**src/rtl/idct4_pipe.sv**
```systemverilog
// ----------------------------------------------------------------------------
// idct4_pipe
//   Inverse 4-point integer DCT matching the 64/80/36 forward kernel.
//   Each accepted beat carries one block of four signed coefficients.
//   The block leaves as four clamped unsigned samples, three clocks later.
//
//   Pipeline, one register rank per step:
//     capture : register the accepted coefficients
//     S1      : even sums (64*(c0+/-c2)) and odd partial products
//               (80*c1, 36*c1, 80*c3, 36*c3), all shift-add
//     S2      : butterfly  r0=e0+o0  r1=e1+o1  r2=e1-o1  r3=e0-o0
//     S3      : round, arithmetic shift, clamp (output register)
//
//   A single global enable (~out_valid | out_ready) advances every rank
//   together. Bubbles are therefore not squeezed out.
//
// Ports
//   clk        rising-edge clock
//   rst_n      asynchronous active-low reset
//   in_valid   coefficient block valid
//   in_ready   block accepted on an edge where in_valid & in_ready
//   c0..c3     signed coefficients Y0..Y3 (DC, odd1, even2, odd3)
//   out_valid  sample block valid; held stable until out_ready
//   out_ready  downstream accepts the block
//   x0..x3     reconstructed unsigned samples
//   out_sat    at least one sample of this block was clamped
//   busy       any pipeline rank holds a valid block
// ----------------------------------------------------------------------------
module idct4_pipe #(
   parameter int IN_W  = 16,
   parameter int SHIFT = 14,
   parameter int OUT_W = 8,
   parameter int ACC_W = 26
) (
   input  logic             clk,
   input  logic             rst_n,
   input  logic             in_valid,
   output logic             in_ready,
   input  logic [IN_W-1:0]  c0,
   input  logic [IN_W-1:0]  c1,
   input  logic [IN_W-1:0]  c2,
   input  logic [IN_W-1:0]  c3,
   output logic             out_valid,
   input  logic             out_ready,
   output logic [OUT_W-1:0] x0,
   output logic [OUT_W-1:0] x1,
   output logic [OUT_W-1:0] x2,
   output logic [OUT_W-1:0] x3,
   output logic             out_sat,
   output logic             busy
);

   // Rounding offset 2^(SHIFT-1), and the largest representable sample.
   localparam logic signed [ACC_W-1:0] RND  = {{(ACC_W-1){1'b0}}, 1'b1} << (SHIFT-1);
   localparam logic signed [ACC_W-1:0] MAXV = {{(ACC_W-OUT_W){1'b0}}, {OUT_W{1'b1}}};

   function automatic logic signed [ACC_W-1:0] sext(input logic [IN_W-1:0] v);
      sext = {{(ACC_W-IN_W){v[IN_W-1]}}, v};
   endfunction

   // Returns {clamped, sample}.
   function automatic logic [OUT_W:0] round_clamp(input logic signed [ACC_W-1:0] r);
      logic signed [ACC_W-1:0] t;
      t = (r + RND) >>> SHIFT;
      if (t[ACC_W-1])
         round_clamp = {1'b1, {OUT_W{1'b0}}};
      else if (t > MAXV)
         round_clamp = {1'b1, {OUT_W{1'b1}}};
      else
         round_clamp = {1'b0, t[OUT_W-1:0]};
   endfunction

   // ---------------------------------------------------------------- control
   logic en;
   logic v0, v1, v2;

   // No path from in_valid: readiness depends only on the output register.
   assign en       = ~out_valid | out_ready;
   assign in_ready = en;
   assign busy     = v0 | v1 | v2 | out_valid;

   // ------------------------------------------------------------ data ranks
   logic [IN_W-1:0]         k0, k1, k2, k3;
   logic signed [ACC_W-1:0] e0, e1, p80_1, p36_1, p80_3, p36_3;
   logic signed [ACC_W-1:0] r0, r1, r2, r3;

   // S1 combinational: constant multiplies as shift-add on sign-extended inputs.
   logic signed [ACC_W-1:0] k0_x, k1_x, k2_x, k3_x;
   logic signed [ACC_W-1:0] e0_d, e1_d, p80_1_d, p36_1_d, p80_3_d, p36_3_d;

   assign k0_x    = sext(k0);
   assign k1_x    = sext(k1);
   assign k2_x    = sext(k2);
   assign k3_x    = sext(k3);
   assign e0_d    = (k0_x + k2_x) <<< 6;
   assign e1_d    = (k0_x - k2_x) <<< 6;
   assign p80_1_d = (k1_x <<< 6) + (k1_x <<< 4);
   assign p36_1_d = (k1_x <<< 5) + (k1_x <<< 2);
   assign p80_3_d = (k3_x <<< 6) + (k3_x <<< 4);
   assign p36_3_d = (k3_x <<< 5) + (k3_x <<< 2);

   // S2 combinational: odd terms and butterfly.
   logic signed [ACC_W-1:0] o0, o1;

   assign o0 = p80_1 + p36_3;
   assign o1 = p36_1 - p80_3;

   // S3 combinational: round, shift and clamp each lane.
   logic [OUT_W:0] rc0, rc1, rc2, rc3;

   assign rc0 = round_clamp(r0);
   assign rc1 = round_clamp(r1);
   assign rc2 = round_clamp(r2);
   assign rc3 = round_clamp(r3);

   // NOTE: datapath ranks carry no reset; the valid bits alone decide whether
   // their contents mean anything, so resetting them would only add fan-out.
   always_ff @(posedge clk) begin
      if (en) begin
         if (in_valid) begin
            k0 <= c0;
            k1 <= c1;
            k2 <= c2;
            k3 <= c3;
         end
         if (v0) begin
            e0    <= e0_d;
            e1    <= e1_d;
            p80_1 <= p80_1_d;
            p36_1 <= p36_1_d;
            p80_3 <= p80_3_d;
            p36_3 <= p36_3_d;
         end
         if (v1) begin
            r0 <= e0 + o0;
            r1 <= e1 + o1;
            r2 <= e1 - o1;
            r3 <= e0 - o0;
         end
      end
   end

   // Valid chain and the output register; these are visible state, so they reset.
   always_ff @(posedge clk or negedge rst_n) begin
      if (!rst_n) begin
         v0        <= 1'b0;
         v1        <= 1'b0;
         v2        <= 1'b0;
         out_valid <= 1'b0;
         x0        <= '0;
         x1        <= '0;
         x2        <= '0;
         x3        <= '0;
         out_sat   <= 1'b0;
      end else if (en) begin
         v0        <= in_valid;
         v1        <= v0;
         v2        <= v1;
         out_valid <= v2;
         // Samples only move when a real block arrives, so bubbles never
         // disturb the last delivered values.
         if (v2) begin
            x0      <= rc0[OUT_W-1:0];
            x1      <= rc1[OUT_W-1:0];
            x2      <= rc2[OUT_W-1:0];
            x3      <= rc3[OUT_W-1:0];
            out_sat <= rc0[OUT_W] | rc1[OUT_W] | rc2[OUT_W] | rc3[OUT_W];
         end
      end
   end

endmodule

```
**config.mk**
```make
export PLATFORM = sky130hd
export DESIGN_NAME = idct4_pipe
export DESIGN_NICKNAME = d
export VERILOG_FILES = /design/src/rtl/idct4_pipe.sv
export SDC_FILE = /design/constraint.sdc
export NUM_CORES = 1
export LEC_CHECK = 0
export ABC_AREA = 1
export CORE_ASPECT_RATIO = 0.6
export CORE_MARGIN = 2
export CORE_UTILIZATION = 56
export DETAILED_ROUTE_END_ITERATION = 7
export PLACE_DENSITY_LB_ADDON = 0.2
export SYNTH_ARGS = -nofsm -noshare
export SYNTH_HDL_FRONTEND = slang
export SYNTH_SLANG_ARGS = --single-unit
```
**constraint.sdc**
```tcl
create_clock -name clk -period 5 [get_ports clk]
set_input_delay 1 -clock clk [delete_from_list [all_inputs] [get_ports clk]]
set_output_delay 1 -clock clk [all_outputs]
set_load 0.03 [all_outputs]
```
==> results list <==
- In this run the critical register-to-register path is captured at r3[19]$_DFFE_PP_.
- After detailed routing, the number of remaining DRC violations is 0.
* Unique masters post-synth: 51
* Placed Cells: roughly 3000
- Total of max-cap violations: 0
- Synth Cell Area: between 20000 and 25000 sq um
- Number of core rows: 53
- Clock root cell: sky130_fd_sc_hd__clkbuf_16
* CTS Buffer Depth: 3
- TritonCTS built the clock tree.
- Clock tree synthesis inserted a total of 28 buffers.
- Pin placement for this block handled ~100 I/O pins.
- Counting flops and latches in the post-synthesis netlist gives about 260.
- For this block, the routed nets add up to around 59000 um of wire.
* Post-Syn Nets: about 2800
- Width of the die: 250 um
* Worst-path maximum fanout: 5
- Data on the critical path is required at its endpoint by roughly 5.3 ns.
- Area grow syn2layout: 12.3%
- Summing all multi-input logic gate instances after layout gives about 11000 sq um.
- Global-route wire length before repair: roughly 90000 um
* Commonest non-fill, non-tap cell in the layout: sky130_fd_sc_hd__nand2_1
- The worst register-to-register path begins at p80_1[9]$_DFFE_PP_.
* CP Cell Sequence: ha_1 > a21oi_1 > o21ai_1 > a21oi_1 > o21ai_1 > xor2_1 > ha_1 > nor2_1 > nand2_1 > nor4_2 > a21oi_2 > nand2b_1 > nand3b_1 > nand2_1
- After detailed placement, the total cell area comes to roughly 22000 sq um.
- Cell with the largest stage delay on the worst path: sky130_fd_sc_hd__xor2_1
* Worst Tran Pin Value: around 1.1 ns
* Tcrit/Tclk final: 79.5%
- H-Tree Depth: 1
* Sequential-to-total area share from yosys stat: 37.3%
- Number of hold violations in the final report: 0
* CTS clk-pin slew, worst paths: ~0.06 ns
- Nets: ~2900
- Entering global routing, the biggest net connects 88 pins.
- Initial antenna violation count: 0
- Final cell count without fillers: 3086
- Min Clock Period, post-route: between 3 and 4 ns
* Final setup violation count: 0
- At the worst endpoint, the arrival time is ~4.3 ns.
* Synth area leaders: sky130_fd_sc_hd__edfxtp_1 (33%), sky130_fd_sc_hd__ha_1 (13%), sky130_fd_sc_hd__nand2_1 (11%)
* Resized cells post-CTS: 0
- DPL Wire Length: roughly 48000 um
* Critical path endpoint category: register
- The top cell types in the final layout, fill and taps aside, are sky130_fd_sc_hd__nand2_1 (602), sky130_fd_sc_hd__inv_1 (325), sky130_fd_sc_hd__edfxtp_1 (221), sky130_fd_sc_hd__ha_1 (217), sky130_fd_sc_hd__nor2_1 (190).
- The flow ran to the end, and the final reports show no timing, DRC or antenna violations.
- Critical hold path startpoint: x1[3]$_DFFE_PN0P_
- Counting cells, the worst reg-to-reg path comes to 14.
* Layout Cell Area excl Fill: between 20000 and 25000 sq um
* Floorplan Core Area: roughly 35000 sq um
- Across the routed clock network, the largest skew measured is approximately 0.017 ns.
- Max frequency: approximately 250 MHz
* Tightest Hold Check Type: reg -> reg
* Post-route antenna net violation count: 0
- Counting every sink on the clock net gives between 200 and 300.
- RSZ-0062 raised after global routing: false
- The die covers between 30000 and 40000 sq um.
- The path with the worst hold slack has its endpoint at x1[3]$_DFFE_PN0P_.
- The top cell type by area accounts for roughly a third of the synthesized area.
- Cts hold-fix bufs: 0
- The number of antenna diodes in the final layout is 0.
- Count of input and output buffers: between 100 and 150
* Count of warnings emitted by yosys: 0
* Initial core utilization: a little under three fifths
* Average wire per standard cell: 19.0 um
* Class of the most critical setup path: reg -> reg
* Final-report max-slew violation count: 0
- STA classifies the critical path startpoint as a register.
- End-of-flow core utilization: 64.5%
* Die Span Y: 151 um
- After detailed routing, the number of vias per cell comes to between 5 and 6.
* Synthesized netlist cell count: 2491
* Filler instances: 3000
- sky130_fd_sc_hd__edfxtp_1 takes more of the synthesized area than any other cell.
- The number of global-route vias before repair was roughly 16000.
- Worst hold path cell count: 2
* Tot GR Track Use: 31.1%
- The number of buffers and inverters on the critical path is 0.
- First-pass DRT Iterations: 7
- Overflow left after global routing: 0
* Delay contributed by the slowest stage of the critical path: around 0.5 ns
* Average instance area after synthesis: 8.14 sq um
- Remaining max-slew budget at the tightest pin: between 20% and 30%
- Cells with a size suffix above 1 make up about 5.4% of the layout.
- Worst R2R Setup Slack: between 1 and 1.5 ns
- For this block, the via count after detailed routing is 17500.
* CP delay by family, top: simple AND/OR/NAND/NOR gates
- At the later pin of the worst-skew pair, clock insertion delay measures roughly 0.58 ns.
* Setup TNS: 0 ns
- The sequential cells in the finished layout cover a total of about 7600 sq um.
- Final estimated routing congestion in global placement: between 1 and 1.5
* Detailed router's first-iteration violation count: about 1900
* Post-CTS repair timing setup buffer count: 0
worst max-delay path by stage:
stage | start | endpoint | cells past startpoint
3_5_place_dp | p80_1[9]$_DFFE_PP_ | r3[19]$_DFFE_PP_ | 14
4_1_cts | p80_1[9]$_DFFE_PP_ | r3[19]$_DFFE_PP_ | 14
5_1_grt | p36_1[4]$_DFFE_PP_ | r1[25]$_DFFE_PP_ | 22
2_1_floorplan | out_ready | e0[10]$_DFFE_PP_ | 2
6_report | p80_1[9]$_DFFE_PP_ | r3[19]$_DFFE_PP_ | 14
3_3_place_gp | p80_1[9]$_DFFE_PP_ | r3[19]$_DFFE_PP_ | 14
flip-flops by register name (all words and copies together), names as in the netlist, 8 cells and up:
| register | count |
|---|---|
| r3 | 13 |
| x0 | 8 |
| r0 | 13 |
| e1 | 17 |
| r2 | 13 |
| p36_3 | 17 |
| p80_1 | 19 |
| k1 | 16 |
| e0 | 16 |
| x3 | 8 |
| x2 | 8 |
| p80_3 | 19 |
| x1 | 8 |
| k2 | 16 |
| k0 | 16 |
| k3 | 16 |
| r1 | 13 |
| p36_1 | 17 |
cell families (layout without fill, tap and decap cells):
kind of cell	after synthesis	in the layout	synth area share, %
AND/OR/NAND/NOR	1056	1056	22.4
XOR/XNOR	176	176	7.60
adder cells (fa/ha/maj)	225	225	14.2
AO/OA/AOI/OAI	402	402	11.4
flip-flops	258	258	37.3
buffers and inverters	374	502	7.12
synthesized netlist by cell type (all sizes together):
library cell,instances
a211oi,1
a21boi,10
a21o,20
a21oi,192
a221oi,1
a31o,2
a31oi,9
and2,1
and3,4
buf,24
clkbuf,6
clkinv,1
dfrtp,37
edfxtp,221
fa,8
ha,217
inv,343
nand2,613
nand2b,1
nand3,135
nand3b,9
nand4,41
nor2,207
nor3,38
nor4,6
nor4b,1
o211ai,6
o21a,10
o21ai,118
o21bai,27
o31a,2
o31ai,4
xnor2,28
xor2,148
metal layers:
metal / share of wire, % / routed length [um] / global-route usage [%]
met1: 47 / 27600 / 46.6
met2: 39 / 22800 / 43.5
met3: 11 / 6360 / 7.94
met4: 3.3 / 1910 / 10.2
met5: 0 / 0 / 0
stage by stage:
stage | hold slack [ns] | setup WS, ns
floorplan | 0.446 | 0.759
global route | 0.504 | 0.767
global placement | 0.461 | 1.22
detailed placement | 0.466 | 1.23
CTS | 0.482 | 1.18
finish | 0.478 | 1.03
worst min-delay path, cell delays in order (launching register included):
cell,delay (ns)
sky130_fd_sc_hd__dfrtp_1,0.34
sky130_fd_sc_hd__nand2_1,0.06
sky130_fd_sc_hd__nand2_1,0.05
final cells by class:
cell class,count,area share (%)
inverters,344,5.67
multi-input cells,1859,49.6
clock buffers,32,3.23
clock inverters,20,1.11
flip-flops and latches,258,33.2
repair buffers,106,4.66
well taps,467,2.56
Power is left out: the tool's default activity adds up to more than one toggle a clock period on the data nets, which glitch-free logic cannot reach.
